[config.mk]
export PLATFORM = sky130hd
export DESIGN_NAME = rr_arbiter8
export DESIGN_NICKNAME = d
export VERILOG_FILES = /design/src/rtl/rr_arbiter8.sv
export SDC_FILE = /design/constraint.sdc
export NUM_CORES = 1
export LEC_CHECK = 0
export CAP_MARGIN = 25
export CORE_MARGIN = 4
export CORE_UTILIZATION = 25
export CTS_BUF_LIST = sky130_fd_sc_hd__clkbuf_8
export CTS_CLUSTER_DIAMETER = 40
export DETAILED_ROUTE_END_ITERATION = 12
export SYNTH_ARGS = -nofsm -noshare
export SYNTH_HDL_FRONTEND = slang
export SYNTH_SLANG_ARGS = --single-unit
[constraint.sdc]
create_clock -name clk -period 3.3 [get_ports clk]
set_input_delay 0.66 -clock clk [delete_from_list [all_inputs] [get_ports clk]]
set_output_delay 0.66 -clock clk [all_outputs]
set_load 0.01 [all_outputs]
[src/rtl/rr_arbiter8.sv]
// Round-robin arbiter for one single-owner resource shared by 8 requesters.
// The optional ARB_TIMEOUT_EN macro adds a hold counter that evicts long-running owners.

module decoder3to8 (
  input  logic       en_i,
  input  logic [2:0] in_i,
  output logic [7:0] y_o
);
  always_comb begin
    y_o = 8'h00;
    if (en_i) y_o[in_i] = 1'b1;
  end
endmodule

module rr_arbiter8 #(
  parameter int TIMEOUT_CYCLES = 16,
  parameter int CNT_W          = 5
) (
  input  logic       clk,
  input  logic       reset,
  input  logic [7:0] req,
  input  logic       done,
  output logic [7:0] gnt,
  output logic [2:0] gnt_id,
  output logic       busy,
  output logic       timeout
);

  if (TIMEOUT_CYCLES < 1 || TIMEOUT_CYCLES > (1 << CNT_W)) begin : g_bad_cfg
    $error("rr_arbiter8: CNT_W too narrow for TIMEOUT_CYCLES");
  end

  typedef enum logic {ST_IDLE = 1'b0, ST_GRANT = 1'b1} state_e;

  state_e     state_q, state_d;
  logic [2:0] ptr_q, ptr_d;
  logic [2:0] gnt_id_q, gnt_id_d;
  logic [2:0] winner;
  logic [2:0] idx;
  logic       found;
  logic       release_now;
  logic       force_rel;

  // Search starts just after the last winner and wraps; offset 8 folds back onto ptr itself.
  always_comb begin
    found  = 1'b0;
    winner = ptr_q;
    idx    = 3'd0;
    for (int i = 1; i <= 8; i++) begin
      idx = ptr_q + 3'(i);
      if (!found && req[idx]) begin
        found  = 1'b1;
        winner = idx;
      end
    end
  end

  assign release_now = done | ~req[gnt_id_q];

`ifdef ARB_TIMEOUT_EN
  logic [CNT_W-1:0] cnt_q, cnt_d;
  logic             timeout_q, timeout_d;

  assign force_rel = (cnt_q == CNT_W'(TIMEOUT_CYCLES - 1));

  always_comb begin
    cnt_d     = (state_q == ST_GRANT) ? cnt_q + 1'b1 : '0;
    timeout_d = (state_q == ST_GRANT) && !release_now && force_rel;
  end

  always_ff @(posedge clk or posedge reset) begin
    if (reset) begin
      cnt_q     <= '0;
      timeout_q <= 1'b0;
    end else begin
      cnt_q     <= cnt_d;
      timeout_q <= timeout_d;
    end
  end
`else
  assign force_rel = 1'b0;
`endif

  // State register
  always_ff @(posedge clk or posedge reset) begin
    if (reset) begin
      state_q  <= ST_IDLE;
      ptr_q    <= 3'd7;
      gnt_id_q <= 3'd0;
    end else begin
      state_q  <= state_d;
      ptr_q    <= ptr_d;
      gnt_id_q <= gnt_id_d;
    end
  end

  // Next-state logic; the pointer only moves when a grant is issued
  always_comb begin
    state_d  = state_q;
    ptr_d    = ptr_q;
    gnt_id_d = gnt_id_q;
    case (state_q)
      ST_IDLE: begin
        if (found) begin
          state_d  = ST_GRANT;
          ptr_d    = winner;
          gnt_id_d = winner;
        end
      end
      ST_GRANT: begin
        if (release_now || force_rel) state_d = ST_IDLE;
      end
      default: state_d = ST_IDLE;
    endcase
  end

  // Outputs
  always_comb begin
    busy   = (state_q == ST_GRANT);
    gnt_id = gnt_id_q;
`ifdef ARB_TIMEOUT_EN
    timeout = timeout_q;
`else
    timeout = 1'b0;
`endif
  end

  decoder3to8 u_dec (
    .en_i (busy),
    .in_i (gnt_id_q),
    .y_o  (gnt)
  );

endmodule

Word-level counts from Yosys, hierarchy flattened
Cells that the tools add are included.
Word-level totals
  memory bits (read-only): 0
  output and inout bits: 13
  flip-flop bits (word level): 7
  latch bits: 0
  memories: 0
  memory bits (writable): 0
  input bits: 11
  logic and storage cells: 79
Operators by class
  multipliers: 0
  magnitude comparators: 10
  multiplexer cells: 40
  $add $sub $neg: 7
  shift-type cells: 0
  divide/modulo/power cells: 0
  bitwise gates (word level): 3
  reductions and logical operators: 16
  equality and inequality tests: 0
Operator list (number)
  3-bit by 4-bit less-than comparator with 1-bit output, second input constant: 9
  1-bit binary-select mux with 3-bit select: 9
  3-bit 2-to-1 mux: 8
  1-bit 2-to-1 mux: 20
  3-bit adder, second input constant: 4
  1-bit logical AND: 8
  8-bit 2-to-1 mux: 1
  1-bit logical NOT: 7
  3-bit by 2-bit adder with 3-bit output, second input constant: 2
  3-bit by 1-bit adder with 3-bit output, second input constant: 1
  1-bit demux with 3-bit select: 1
  3-bit by 1-bit >= comparator with 1-bit output, second input constant: 1
  1-bit NOT: 2
  1-bit case mux with 2 select lines: 1
  2-bit AND reduction: 1
  1-bit OR: 1

Longest topological paths before layout
  depth after elaboration: 27
  gate-level depth with buffers: 11
  depth with buffers taken out: 9

Modules after synthesis
Synthesis repeated with hierarchy kept, for this count alone.
Unflattened totals
  cells, all modules: 133
  area, all modules: 1386.3 µm²
By module, submodules not included
  rr_arbiter8: seq. area each 178.9 µm², area an instance 1290.0 µm², cells an instance 125, instances 1
  decoder3to8: seq. area each 0.0 µm², area an instance 96.3 µm², cells an instance 8, instances 1

Worst setup path after synthesis
Ideal clock, no wire load.
  path type: register -> register
  start point: register ptr_q[1]
  end point: register gnt_id_q[1] (netlist: gnt_id[1])
  setup time: 0.119 ns
  buffers on the path: 2
  slack: 0.091 ns
  data required time: 3.181 ns
  period minus slack after synthesis: 3.209 ns
  arrival time: 3.090 ns
  stages on the path, launching flop included: 12
  cells stage by stage: dfstp_2 -> buf_2 -> inv_1 -> ha_1 -> buf_2 -> mux2_1 -> mux4_2 -> o32a_4 -> or2_4 -> a211o_1 -> nand4_2 -> nand2_1
Between the ends
  longest elaborated chain between the ends: 26
  elaborated cells on any way between the ends: 54
  classes of those cells: 7 x add/sub; 32 x mux; 15 x reduce/logical
RTL lines
  start, declared: RTL line 36  | logic [2:0] ptr_q, ptr_d;
  start signal, assigned: RTL line 92  | ptr_q <= ptr_d;
  3-bit by 1-bit adder with 3-bit output: RTL line 50  | idx = ptr_q + 3'(i);
  1-bit binary-select mux with 3-bit select: RTL line 51  | if (!found && req[idx]) begin
  1-bit 2-to-1 mux (implied by the code): RTL line 51
  1-bit 2-to-1 mux: RTL line 51
  1-bit logical NOT: RTL line 51
  1-bit logical AND: RTL line 51
  1-bit 2-to-1 mux: RTL line 51
  1-bit logical NOT: RTL line 51
  [... 10 more ...]
  1-bit 2-to-1 mux: RTL line 51
  1-bit logical NOT: RTL line 51
  1-bit logical AND: RTL line 51
  1-bit 2-to-1 mux: RTL line 51
  1-bit logical NOT: RTL line 51
  1-bit logical AND: RTL line 51
  1-bit 2-to-1 mux: RTL line 51
  2-bit AND reduction (no source line)
  end signal, assigned: RTL line 93  | gnt_id_q <= gnt_id_d;
  end, declared: RTL line 37  | logic [2:0] gnt_id_q, gnt_id_d;
Several ways; a longest one is shown, not always the timed one. The select of a mux whose other input is x is not followed.
A chain may end at the register's enable or synchronous reset.

Worst setup path in the final report
  start point: register ptr_q[1]
  end point: register gnt_id_q[2] (netlist: gnt_id[2])
Same word-level chain as after synthesis.

==> flow_summary.yaml <==
outcome:
  run_status: "finished clean"
min_path:
  timing.hold.worst.start: "gnt_id[1]"
  hold_path_end: "gnt_id[1]"
  hold_path.class: "flip-flop to flip-flop"
  min_path_cells: 2
worst_setup_path:
  worst-endpoint-required_ps: 3410
  regToRegStartpoint: "ptr_q[1]"
  timing.critical_path.slowest_cell_delay_ps: 520
  crit_slowest_cell: "sky130_fd_sc_hd__dfstp_2"
  ff2ff_path_depth: 9
  critical_path_class: "flip-flop to flip-flop"
  worst-endpoint-arrival_ps: 3180
  worst_setup_path_start_kind: "flip-flop"
  critical_path.endpoint_type: "flip-flop"
  ff2ff_setup_slack_ps: 230
  path_max_fanout: 7
  regToRegEndpoint: "gnt_id[2]"
  timing.critical_path.cells: "inv_1 > ha_1 > mux2_2 > a221o_1 > o32a_4 > or2_4 > o2111ai_2 > a21oi_1 > a21o_1"
pwr:
  power-per-cell-area_mw_per_mm2: 1270
  clkPwrFrac_pct: 5.5
  worst_vdd_ir_v: 0.000491
  leakagePower_nw: 0.618
  internal_power_mw: 1.09
  pwr-share-seq_pct: 12.0
  comb_power_share_pct: 82.5
  switching_power_uw: 982
  power.share.switching_pct: 47.4
clock_tree:
  insertion_delay_ps: 220
  max_clock_buf_depth: 2
  cts_hold_buf: 0
  clock_tree_from_tritoncts: "done"
  cts_inserted_buffers: 3
  clk_transition_reported_paths_ps: 40
  post-cts-setup-buffers: 0
  clock_sinks: 7
  clock_tree.htree_level_count: 1
  clock-root-buffer: "sky130_fd_sc_hd__clkbuf_8"
  quantity_of_gates_resized_following_cts: 0
synth:
  syn_area_per_cell_um2: 9.33
  synth_sequential_area_ratio_pct: 14.0
  yosys.cell_count.top_type: "sky130_fd_sc_hd__nand2_1"
  syn_nets: 150
  yosysTopAreaCellShare_pct: 15.9
  synth.lib_cells_used.distinct: 51
  postSynth.topFlopCell: "sky130_fd_sc_hd__dfrtp_1"
  flops_latches_synth: 7
  postSynthCellCount: 137
  synth-async-reset-ratio_pct: 100
  synth_top_area_cell: "sky130_fd_sc_hd__mux4_2"
  synth_common_cells: "sky130_fd_sc_hd__nand2_1, sky130_fd_sc_hd__nor2_1, sky130_fd_sc_hd__mux4_2, sky130_fd_sc_hd__a21oi_1, sky130_fd_sc_hd__nand2b_1"
  synthTopCellsByArea: "sky130_fd_sc_hd__mux4_2, sky130_fd_sc_hd__dfrtp_1, sky130_fd_sc_hd__dfstp_2"
  synth_edf_count: 0
  post_synth_instance_area_mm2: 0.00128
  ys.warnings.count: 0
place:
  dp_cells: 224
  detailedPlacementHpwl_um: 2480
  gp_routability_congestion: 0.839
  io_buffer_count: 22
finish:
  synthToLayoutAreaGrowth_pct: 27.4
  layoutNonFillerInstCount: 228
  layout.core_utilization_pct: 33.6
  fraction_of_final_layout_cells_with_drive_strength_greater_than_1_pct: 23.6
  diodes: 0
  finish.net_count: 175
routing:
  drc: 0
  vias: 1192
  post_drt_wl_per_cell_um: 13.8
  drt.antenna.violating_nets: 0
  detailedRoute.firstPassIterationCount: 4
  routed_wirelength_um: 3140
  detailedRoute.firstIterationViolations: 52
  vias_per_cell: 5.23
grt:
  grt_pass1_wl_um: 5390
  global_route.usage.total_pct: 10.4
  grt_start_max_net_pins: 18
  antenna_found_initial: 0
  grt_pass1_vias: 1184
  globalRoute.totalOverflow: 0
sta:
  final.period_utilization_pct: 93.1
  fin_hold_ws_ps: 615
  rsz0062_at_grt: "false"
  finClkSkew_ps: 1.40
  tns_ps: 0
  drv_slew: 0
  hold_viol_final: 0
  max_freq_mhz: 326
  setup_viol: 0
  finalCriticalPeriod_ps: 3070
flow_run:
  maxCapViolCount: 0
die:
  pin_count: 24
  chip_height_um: 79.5
  chipWidth_um: 79.5
  core-area_mm2: 0.00485
  row_cnt: 25
  design.die.area_mm2: 0.00632
  floorplan.initialDensity_pct: 26.4
==> sequential cells by signal, indices dropped and copies added (netlist names) <==
register	flops
gnt_id	3
ptr_q	3
busy	1
==> power groups by stage <==
stage / sequential [mW] / clock, mW / combinational (mW)
floorplan: 0.203 / 0 / 1.34
global placement: 0.252 / 0 / 1.71
detailed placement: 0.250 / 0 / 1.71
CTS: 0.250 / 0.118 / 1.71
global route: 0.262 / 0.126 / 1.89
finish: 0.248 / 0.114 / 1.71
==> critical path, delay by kind of cell (launching register included) <==
kind                       cells  cell delay (ps)
muxes                          1              390
DFF                            1              520
adders and majority gates      1              450
buffers and inverters          1              120
AOI/OAI and AO/OA              5             1200
and+or+nand+nor                1              270
==> layout make-up <==
type	instances	area [um^2]
Fill cell	492	3220
Clock inverter	1	3.75
Inverter	4	15.0
Sequential cell	7	179
Tap cell	67	83.8
Timing Repair Buffer	28	265
Multi-Input combinational cell	118	1040
Clock buffer	3	41.3
==> routing by layer <==
layer	vias to the layer above	global-route usage [%]	routed length (um)	share of wire [%]
met1	585	13.8	1470	47
li1	571	-	-	-
met5	-	0	0	0
met3	2	2.48	135	4.3
met2	34	17.4	1510	48
met4	0	1.89	16	0.51
==> worst max path at each step <==
| stage | start | to | slack (ps) | cells past startpoint |
|---|---|---|---|---|
| floorplan | ptr_q[1] | gnt_id[1] | 90 | 11 |
| global placement | req[7] | gnt_id[2] | 130 | 8 |
| detailed placement | req[7] | gnt_id[2] | 80 | 8 |
| CTS | ptr_q[1] | gnt_id[2] | 220 | 9 |
| global route | ptr_q[1] | gnt_id[2] | 120 | 9 |
| finish | ptr_q[1] | gnt_id[2] | 230 | 9 |
==> layout by cell type (no fill, tap or decap), types with 2 or more instances in the layout <==
cell | Yosys | routed
sky130_fd_sc_hd__ha_1 | 2 | 2
sky130_fd_sc_hd__nand2_1 | 14 | 14
sky130_fd_sc_hd__mux4_2 | 9 | 9
sky130_fd_sc_hd__nand2b_1 | 7 | 7
sky130_fd_sc_hd__and2_1 | 2 | 2
sky130_fd_sc_hd__mux4_1 | 3 | 3
sky130_fd_sc_hd__clkdlybuf4s50_1 | 0 | 22
sky130_fd_sc_hd__dfrtp_1 | 4 | 4
sky130_fd_sc_hd__clkbuf_8 | 0 | 3
sky130_fd_sc_hd__a21o_1 | 2 | 2
sky130_fd_sc_hd__nand3_1 | 2 | 2
sky130_fd_sc_hd__mux2i_1 | 5 | 5
sky130_fd_sc_hd__inv_1 | 4 | 5
sky130_fd_sc_hd__xnor2_1 | 5 | 5
sky130_fd_sc_hd__mux2_2 | 5 | 5
sky130_fd_sc_hd__o21ai_0 | 5 | 5
sky130_fd_sc_hd__nor2b_1 | 4 | 4
sky130_fd_sc_hd__nor3_1 | 2 | 2
sky130_fd_sc_hd__nor2_1 | 12 | 12
sky130_fd_sc_hd__a21boi_0 | 2 | 2
sky130_fd_sc_hd__buf_4 | 1 | 6
sky130_fd_sc_hd__o2111ai_1 | 2 | 2
sky130_fd_sc_hd__dfstp_2 | 3 | 3
sky130_fd_sc_hd__a21oi_1 | 8 | 8
sky130_fd_sc_hd__a31oi_1 | 2 | 2
==> kinds of logic (layout without fill, tap and decap cells) <==
| family | after synthesis | in the layout | share of synthesized area [%] |
|---|---|---|---|
| simple gates | 52 | 52 | 22.6 |
| mux | 24 | 24 | 32.4 |
| fa+ha+maj | 2 | 2 | 1.96 |
| other cells | 1 | 1 | 0.293 |
| buf+inv | 12 | 36 | 4.60 |
| xor+xnor | 5 | 5 | 3.42 |
| compound gates | 34 | 34 | 20.7 |
| flops | 7 | 7 | 14.0 |
==> stage by stage <==
stage / cell area (um^2) / setup WS [ps] / power [mW]
after floorplan: 1280 / 91.4 / 1.55
after global placement: 1580 / 134 / 1.96
after detailed placement: 1580 / 83.3 / 1.96
after CTS: 1630 / 220 / 2.08
after global routing: 1630 / 120 / 2.27
final: 1630 / 228 / 2.07
Note: power is estimated with default switching activity, not from simulation.
